### config.mk
export PLATFORM = sky130hd
export DESIGN_NAME = cp0_exception_unit
export DESIGN_NICKNAME = d
export VERILOG_FILES = /design/src/rtl/cp0_exception_unit.sv
export SDC_FILE = /design/constraint.sdc
export NUM_CORES = 1
export LEC_CHECK = 0
export CAP_MARGIN = 20
export CORE_ASPECT_RATIO = 1.1
export CORE_MARGIN = 2
export CORE_UTILIZATION = 35
export CTS_CLUSTER_SIZE = 16
export DETAILED_ROUTE_END_ITERATION = 8
export PLACE_DENSITY = 0.75
export SLEW_MARGIN = 25
export SYNTH_ARGS = -nofsm -noshare
export SYNTH_HDL_FRONTEND = slang
export SYNTH_SLANG_ARGS = --single-unit
### constraint.sdc
create_clock -name clk -period 1.9 [get_ports clk]
set_clock_uncertainty 0.15 [all_clocks]
set_input_delay 0.285 -clock clk [delete_from_list [all_inputs] [get_ports clk]]
set_output_delay 0.285 -clock clk [all_outputs]
set_load 0.1 [all_outputs]
### src/rtl/cp0_exception_unit.sv
// CP0 for the pipelined MIPS core: SR, Cause, EPC, PRId, interrupt synchronisation/masking,
// trap/eret sequencing and mtc0/mfc0 access, placed beside the M stage.
module cp0_exception_unit #(
  parameter int unsigned IRQ_WIDTH    = 6,
  parameter int unsigned IRQ_BASE     = 10,
  parameter int unsigned SYNC_STAGES  = 2,
  parameter logic [31:0] HANDLER_ADDR = 32'h0000_4180,
  parameter logic [31:0] PRID_VALUE   = 32'h0000_0000
) (
  input  logic                 clk,
  input  logic                 reset,
  input  logic [IRQ_WIDTH-1:0] hw_int,
  input  logic                 exc_valid,
  input  logic [4:0]           exc_code,
  input  logic [31:0]          exc_epc,
  input  logic                 exc_bd,
  input  logic                 eret,
  input  logic                 mtc0_we,
  input  logic [4:0]           cp0_addr,
  input  logic [31:0]          cp0_wdata,
  output logic [31:0]          cp0_rdata,
  output logic                 take_trap,
  output logic [31:0]          handler_pc,
  output logic [31:0]          epc_out
);

  // Software may only touch the implemented IM bits plus EXL and IE.
  localparam logic [31:0] SrWmask = (((32'd1 << IRQ_WIDTH) - 32'd1) << IRQ_BASE) | 32'd3;

  logic [31:0]          sr_q, sr_d;
  logic [31:0]          cause_q, cause_d;
  logic [31:0]          epc_q, epc_d;
  logic [IRQ_WIDTH-1:0] ip_sync;
  logic                 int_pending;
  logic [4:0]           trap_code;
  logic                 unused_epc_lsb;

  assign unused_epc_lsb = ^exc_epc[1:0];

  generate
    if (SYNC_STAGES == 0) begin : g_direct
      assign ip_sync = hw_int;
    end else begin : g_sync
      logic [IRQ_WIDTH-1:0] sync_q [SYNC_STAGES];
      always_ff @(posedge clk) begin
        if (reset) begin
          for (int unsigned i = 0; i < SYNC_STAGES; i++) sync_q[i] <= '0;
        end else begin
          sync_q[0] <= hw_int;
          for (int unsigned i = 1; i < SYNC_STAGES; i++) sync_q[i] <= sync_q[i-1];
        end
      end
      assign ip_sync = sync_q[SYNC_STAGES-1];
    end
  endgenerate

  // Pending is judged on the synced lines, not the registered Cause.IP copy.
  assign int_pending = (|(ip_sync & sr_q[IRQ_BASE +: IRQ_WIDTH])) & sr_q[0] & ~sr_q[1];
  assign take_trap   = int_pending | exc_valid;
  assign trap_code   = int_pending ? 5'd0 : exc_code;
  assign handler_pc  = HANDLER_ADDR;
  assign epc_out     = epc_q;

  always_comb begin
    sr_d    = sr_q;
    cause_d = cause_q;
    epc_d   = epc_q;
    cause_d[IRQ_BASE +: IRQ_WIDTH] = ip_sync;
    if (take_trap) begin
      sr_d[1]      = 1'b1;
      cause_d[6:2] = trap_code;
      // A nested trap keeps the original return point and its BD flag.
      if (!sr_q[1]) begin
        cause_d[31] = exc_bd;
        epc_d       = {exc_epc[31:2], 2'b00};
      end
    end else if (eret) begin
      sr_d[1] = 1'b0;
    end else if (mtc0_we) begin
      case (cp0_addr)
        5'd12:   sr_d  = cp0_wdata & SrWmask;
        5'd14:   epc_d = {cp0_wdata[31:2], 2'b00};
        default: ;
      endcase
    end
  end

  always_ff @(posedge clk) begin
    if (reset) begin
      sr_q    <= '0;
      cause_q <= '0;
      epc_q   <= '0;
    end else begin
      sr_q    <= sr_d;
      cause_q <= cause_d;
      epc_q   <= epc_d;
    end
  end

  always_comb begin
    cp0_rdata = '0;
    case (cp0_addr)
      5'd12:   cp0_rdata = sr_q;
      5'd13:   cp0_rdata = cause_q;
      5'd14:   cp0_rdata = epc_q;
      5'd15:   cp0_rdata = PRID_VALUE;
      default: cp0_rdata = '0;
    endcase
  end

endmodule
[After elaboration in Yosys (flattened, before gate mapping)]
Memory sizes are Yosys's and may differ from the RTL's.
Cells that the tools add are included.
Word-level totals
  register bits after elaboration: 52
  output and inout bits: 97
  memories: 1
  RAM bits: 12
  word-level logic and storage cells: 46
Memories
  g_sync.sync_q: words 2, width 6, read ports 2, clocked after Yosys merged registers in 0, write ports 2, RTL line 44  | logic [IRQ_WIDTH-1:0] sync_q [SYNC_STAGES];
Operators by class
  equality and inequality tests: 5
  bitwise gates (word level): 9
  muxes and demuxes: 16
  reduce and logical (&&, ||, !) cells: 9
Operators by type and width (count)
  $mux 32: 5
  $pmux 32 s3: 1
  $eq 5x4->1 const B: 3
  $mux 6: 2
  $reduce_and 4->1: 2
  $and 6x6->6: 1
  $reduce_bool 3->1: 2
  $reduce_or 6->1: 1
  $mux 1: 5
  $mux 5: 1
  $mux 2: 2
  $reduce_and 2->1: 2
  $reduce_bool 2->1: 2
  $not 1->1: 3
  $or 1x1->1: 3
  $and 1x1->1: 2
  $ne 2x1->1 const B: 1
  $ne 2x2->1 const B: 1

[Logic depth before layout (Yosys ltp)]
An unclocked memory read counts as a cell.
  depth after elaboration: 8
  mapped depth: 8

[Least setup slack after synthesis]
No wires, ideal clock.
  kind: input-to-output
  from: in cp0_addr[4]
  to: out cp0_rdata[10]
  data arrival time: 2.749 ns
  stages on the path: 3
  slack: -1.284 ns
  buffers on the path: 1
  cell sequence: nand4bb_1 clkbuf_1 o21ai_0
On the way
  longest elaborated chain between the ends: 2
  elaborated cells on any way between the ends: 4
RTL lines
  start: declaration: RTL line 19  | input logic [4:0] cp0_addr,
  $eq 5x4->1: RTL line 102  | case (cp0_addr)
  $pmux 32 s3 *: RTL line 102
  end: declaration: RTL line 21  | output logic [31:0] cp0_rdata,
Every way passes the cells marked *; elsewhere a longest branch is shown, timed or not.

==> flow_results.org <==
** Outcome
- Run status :: finished, violations left
- The final reports fail on setup timing.

** Setup path
- CP Class :: reg2reg
- At the worst endpoint, the required time is 1.98 ns.
- Critical Path Source Type :: register
- Data arrives at the worst endpoint at 2.14 ns.
- In this run the worst path has a maximum fanout of 8.
- Element type at the critical path end :: register

** Logic synthesis
- In this run the cell area of the synthesized design comes to 0.003346 sq mm.
- In the synthesized netlist the dominant register cell turns out to be dfxtp_1.
- Area share of fa/ha/maj cells after synthesis :: 0%
- Count of mapped cells out of synthesis :: 369
- After synthesis, the share of flip-flops with an asynchronous set or reset is 0%.
- Average size of a mapped cell :: 9.067 sq um
- Cell variety after synth :: 33
- The synthesized netlist devotes 22.48% of its cell area to simple gates.
- Of the total synthesized cell area, the portion taken by XOR and XNOR cells is 0%.
- Of the post-synthesis cell area, the dominant cell type holds 37.10%.
- Summing the areas of all compound-gate instances in the mapped netlist gives 18.29% of the synthesized area.
- Top cell type by total area after synthesis :: dfxtp_1
- After synthesis, the cell types taking the most area are dfxtp_1 37%, a2111oi_2 13%, nor3_1 9.1%.
- The Yosys step of the flow raised 0 warnings.
- Number of enable-type register cells in the synthesized netlist :: 0
- Seq/Total Area, Yosys :: 37.10%
- After synthesis the netlist holds a flip-flop and latch count of 62.
- Largest family of logic cells by synthesized area :: simple AND/OR/NAND/NOR gates
- Measured against the total synthesized area, the mux share comes to 5.834%.

** Clock tree
- Clock buffer count from CTS :: 9
- For this design, the sink count on the clock tree is 62.
- TritonCTS built the clock tree.
- Clock latency on the worst-skew pair :: 0.35 ns
- In this run the clock root is driven by a clkbuf_8.
- After clock tree synthesis, the clock-pin slew on the worst setup and hold paths is 0.08 ns.
- Number of buffers between clock root and the deepest sink :: 2
- The H-tree was split into 3 levels.

** Run
- Max-cap violations in this run came to 0.

** Finish
- Layout area overhead :: 95.85%
- Final core occ :: 70.07%
- Antenna diode count :: 0
- The final layout contains 624 nets.
- Share of cells above drive strength 1 :: 42.73%
- The layout has 656 filler cells.
- The finished cells cover 0.006553 sq mm.

** Die
- Site row count :: 37
- Boundary Pins :: 183
- The region available for standard cell placement spans 0.009351 sq mm.
- For this configuration, the core starts out at a cell density of 35.78%.
- The floorplan step set the die width to 97.22 um.
- The die is 106.5 um tall.
- Total die area :: 0.01036 sq mm

** Drt
- The routed design has 11160 um of wire.
- Uppermost metal layer occupied by signal nets :: met4
- Met2 routed wirelength :: 5952 um
- Iteration-0 DRC count of the detailed router :: 108
- Dividing the detail-routed via count by the number of cells gives 4.953.
- Wire length per cell :: 16.90 um
- DRC errors left :: 0
- After detailed routing, the met3 layer carries 636 um of wire.
- Iteration count of the initial detailed-routing pass :: 4
- Total via count after detailed routing :: 3269
- Met1 routed wirelength after detailed routing :: 4211 um
- Number of nets still failing antenna checks after routing :: 0

** Timing
- Least-Margin Pin Slew :: 0.5499 ns
- Final hold violation count :: 0
- Post-route fraction of the period consumed by the critical path :: 108.5%
- TNS Setup :: -3.743 ns
- Final Worst Setup Slack :: -0.1613 ns
- The routed design could run at a clock period as short as 2.061 ns.
- Max-Slew Margin vs Limit :: 63.34%
- RSZ-0062 raised after global routing :: true
- Setup violations remaining at the end of the flow were counted as 37.
- Final Hold Slack :: 0.2653 ns
- Achievable Freq :: 485.1 MHz
- The max-slew violation count was 0.

** Power and ir drop
- Worst VDD drop :: 0.5465 mV
- For this design the static power due to leakage is 0.002460 uW.
- Power per standard cell area :: 616.1 mW/mm^2

** GRT
- Number of antenna violations at the first check in global routing :: 0
- Global-route congestion overflow total :: 0
- Global routing used 21.85% of the available tracks across all layers.
- Largest net degree at the start of global routing :: 45
- The number of global-route vias before repair came to 3472.
- The first global-routing pass estimated 17900 um of wire.

** Placed design
- Detailed placement HPWL :: 8445 um
- Gpl congestion :: 0.8215
- Placement-stage cell area :: 0.006190 sq mm
- Port buffering added 146 buffers.

** Min path
- The tightest min-delay check is of the in2reg type.
## per-layer routing
layer / vias to the layer above / GRT usage [%]
met5: - / 0
met4: 0 / 10.12
met3: 27 / 4.274
met2: 146 / 39.93
met1: 1552 / 24.43
li1: 1544 / -
## cell type report
type / instances / area, sq um / share of cell area [%]
well taps: 117 / 146.4 / 2.234
repair buffers: 191 / 2575 / 39.30
multi-input cells: 240 / 2248 / 34.31
clock inverters: 7 / 57.56 / 0.8784
clock buffers: 9 / 123.9 / 1.890
flip-flops and latches: 62 / 1274 / 19.44
inverters: 34 / 127.6 / 1.948
## state kept, by name, summed over array words and instances, names as in the netlist
| signal | count |
|---|---|
| sr_q | 8 |
| epc_out | 30 |
| g_sync.sync_q | 12 |
| cause_q | 12 |
## critical path: stages (launching register included)
cell       delay [ns]
dfxtp_2          0.33
a221oi_2         0.27
a32o_2           0.24
buf_4            0.12
mux2_4           0.35
buf_12           0.17
a2111oi_4        0.30
## per-stage QoR
| stage | instances | power (uW) | setup WS [ns] |
|---|---|---|---|
| final | 660 | 4037 | -0.1613 |
| after floorplan | 401 | 2507 | -0.1070 |
| after detailed placement | 637 | 2958 | -0.4650 |
| after global placement | 637 | 2937 | -0.3868 |
| after global routing | 660 | 4175 | -0.2116 |
| after CTS | 659 | 4050 | -0.1666 |
## cells in the final DEF (no fill, tap or decap), types with 2 or more instances in the layout
cell type        netlist  final
a22oi_2                0      2
buf_12                 0     71
nor3_1                61     57
buf_2                  4      3
a31oi_1                2      2
a2111oi_4              0     30
buf_6                  4      5
nand2_1                6      6
nor2b_1               19     19
conb_1                 2     34
a22o_4                 0      6
clkbuf_8               0      9
dfxtp_1               62     36
and2_2                 0     15
clkinvlp_4             0      3
inv_6                  0      3
inv_2                  1      2
o21ai_4                0      3
nor3_2                 0      3
o21ai_2                0      3
buf_4                 35     31
nor2_1                 7      7
inv_1                 33     32
dfxtp_2                0     26
clkdlybuf4s50_1        0     76
and2_4                 0      4
mux2i_1               18     18
nand2b_1              14     14
## power by group
group | internal [uW] | total [uW] | switching, uW
logic | 550 | 1500 | 953
clock network | 488 | 1080 | 589
registers | 1380 | 1460 | 80.4
## final timing paths
check	start	end	slack [ns]	depth (start not counted)
setup / recovery	g_sync.sync_q[0][6]$_SDFF_PP0_	epc_out[9]$_SDFFE_PP0P_	-0.16	6
hold / removal	reset	g_sync.sync_q[0][2]$_SDFF_PP0_	0.27	2
setup reg to reg	g_sync.sync_q[0][6]$_SDFF_PP0_	epc_out[9]$_SDFFE_PP0P_	-0.16	6
hold reg to reg	g_sync.sync_q[0][3]$_SDFF_PP0_	g_sync.sync_q[0][9]$_SDFF_PP0_	0.30	1
## synth_stat cells, types with 6 or more instances
library cell	n
dfxtp_1	62
nor3_1	61
buf_4	35
inv_1	33
a2111oi_2	30
clkbuf_1	22
and2_1	19
nor2b_1	19
mux2i_1	18
nand2b_1	14
nor2_1	7
o21ai_0	7
a22o_1	6
nand2_1	6
## repair_timing
action	4_1_cts	5_1_grt
buffers inserted	4	2
pin swaps	9	3
gates cloned	2	0
setup endpoints to repair	70	50
resized for setup	44	6
hold buffers	0	0
## cell families (layout without fill, tap and decap cells)
family | Yosys count | in the layout
mux | 19 | 19
flops | 62 | 62
compound gates | 52 | 52
other cells | 2 | 34
buf+inv | 99 | 241
simple gates | 135 | 135
Power figures use the tool's default switching activity.
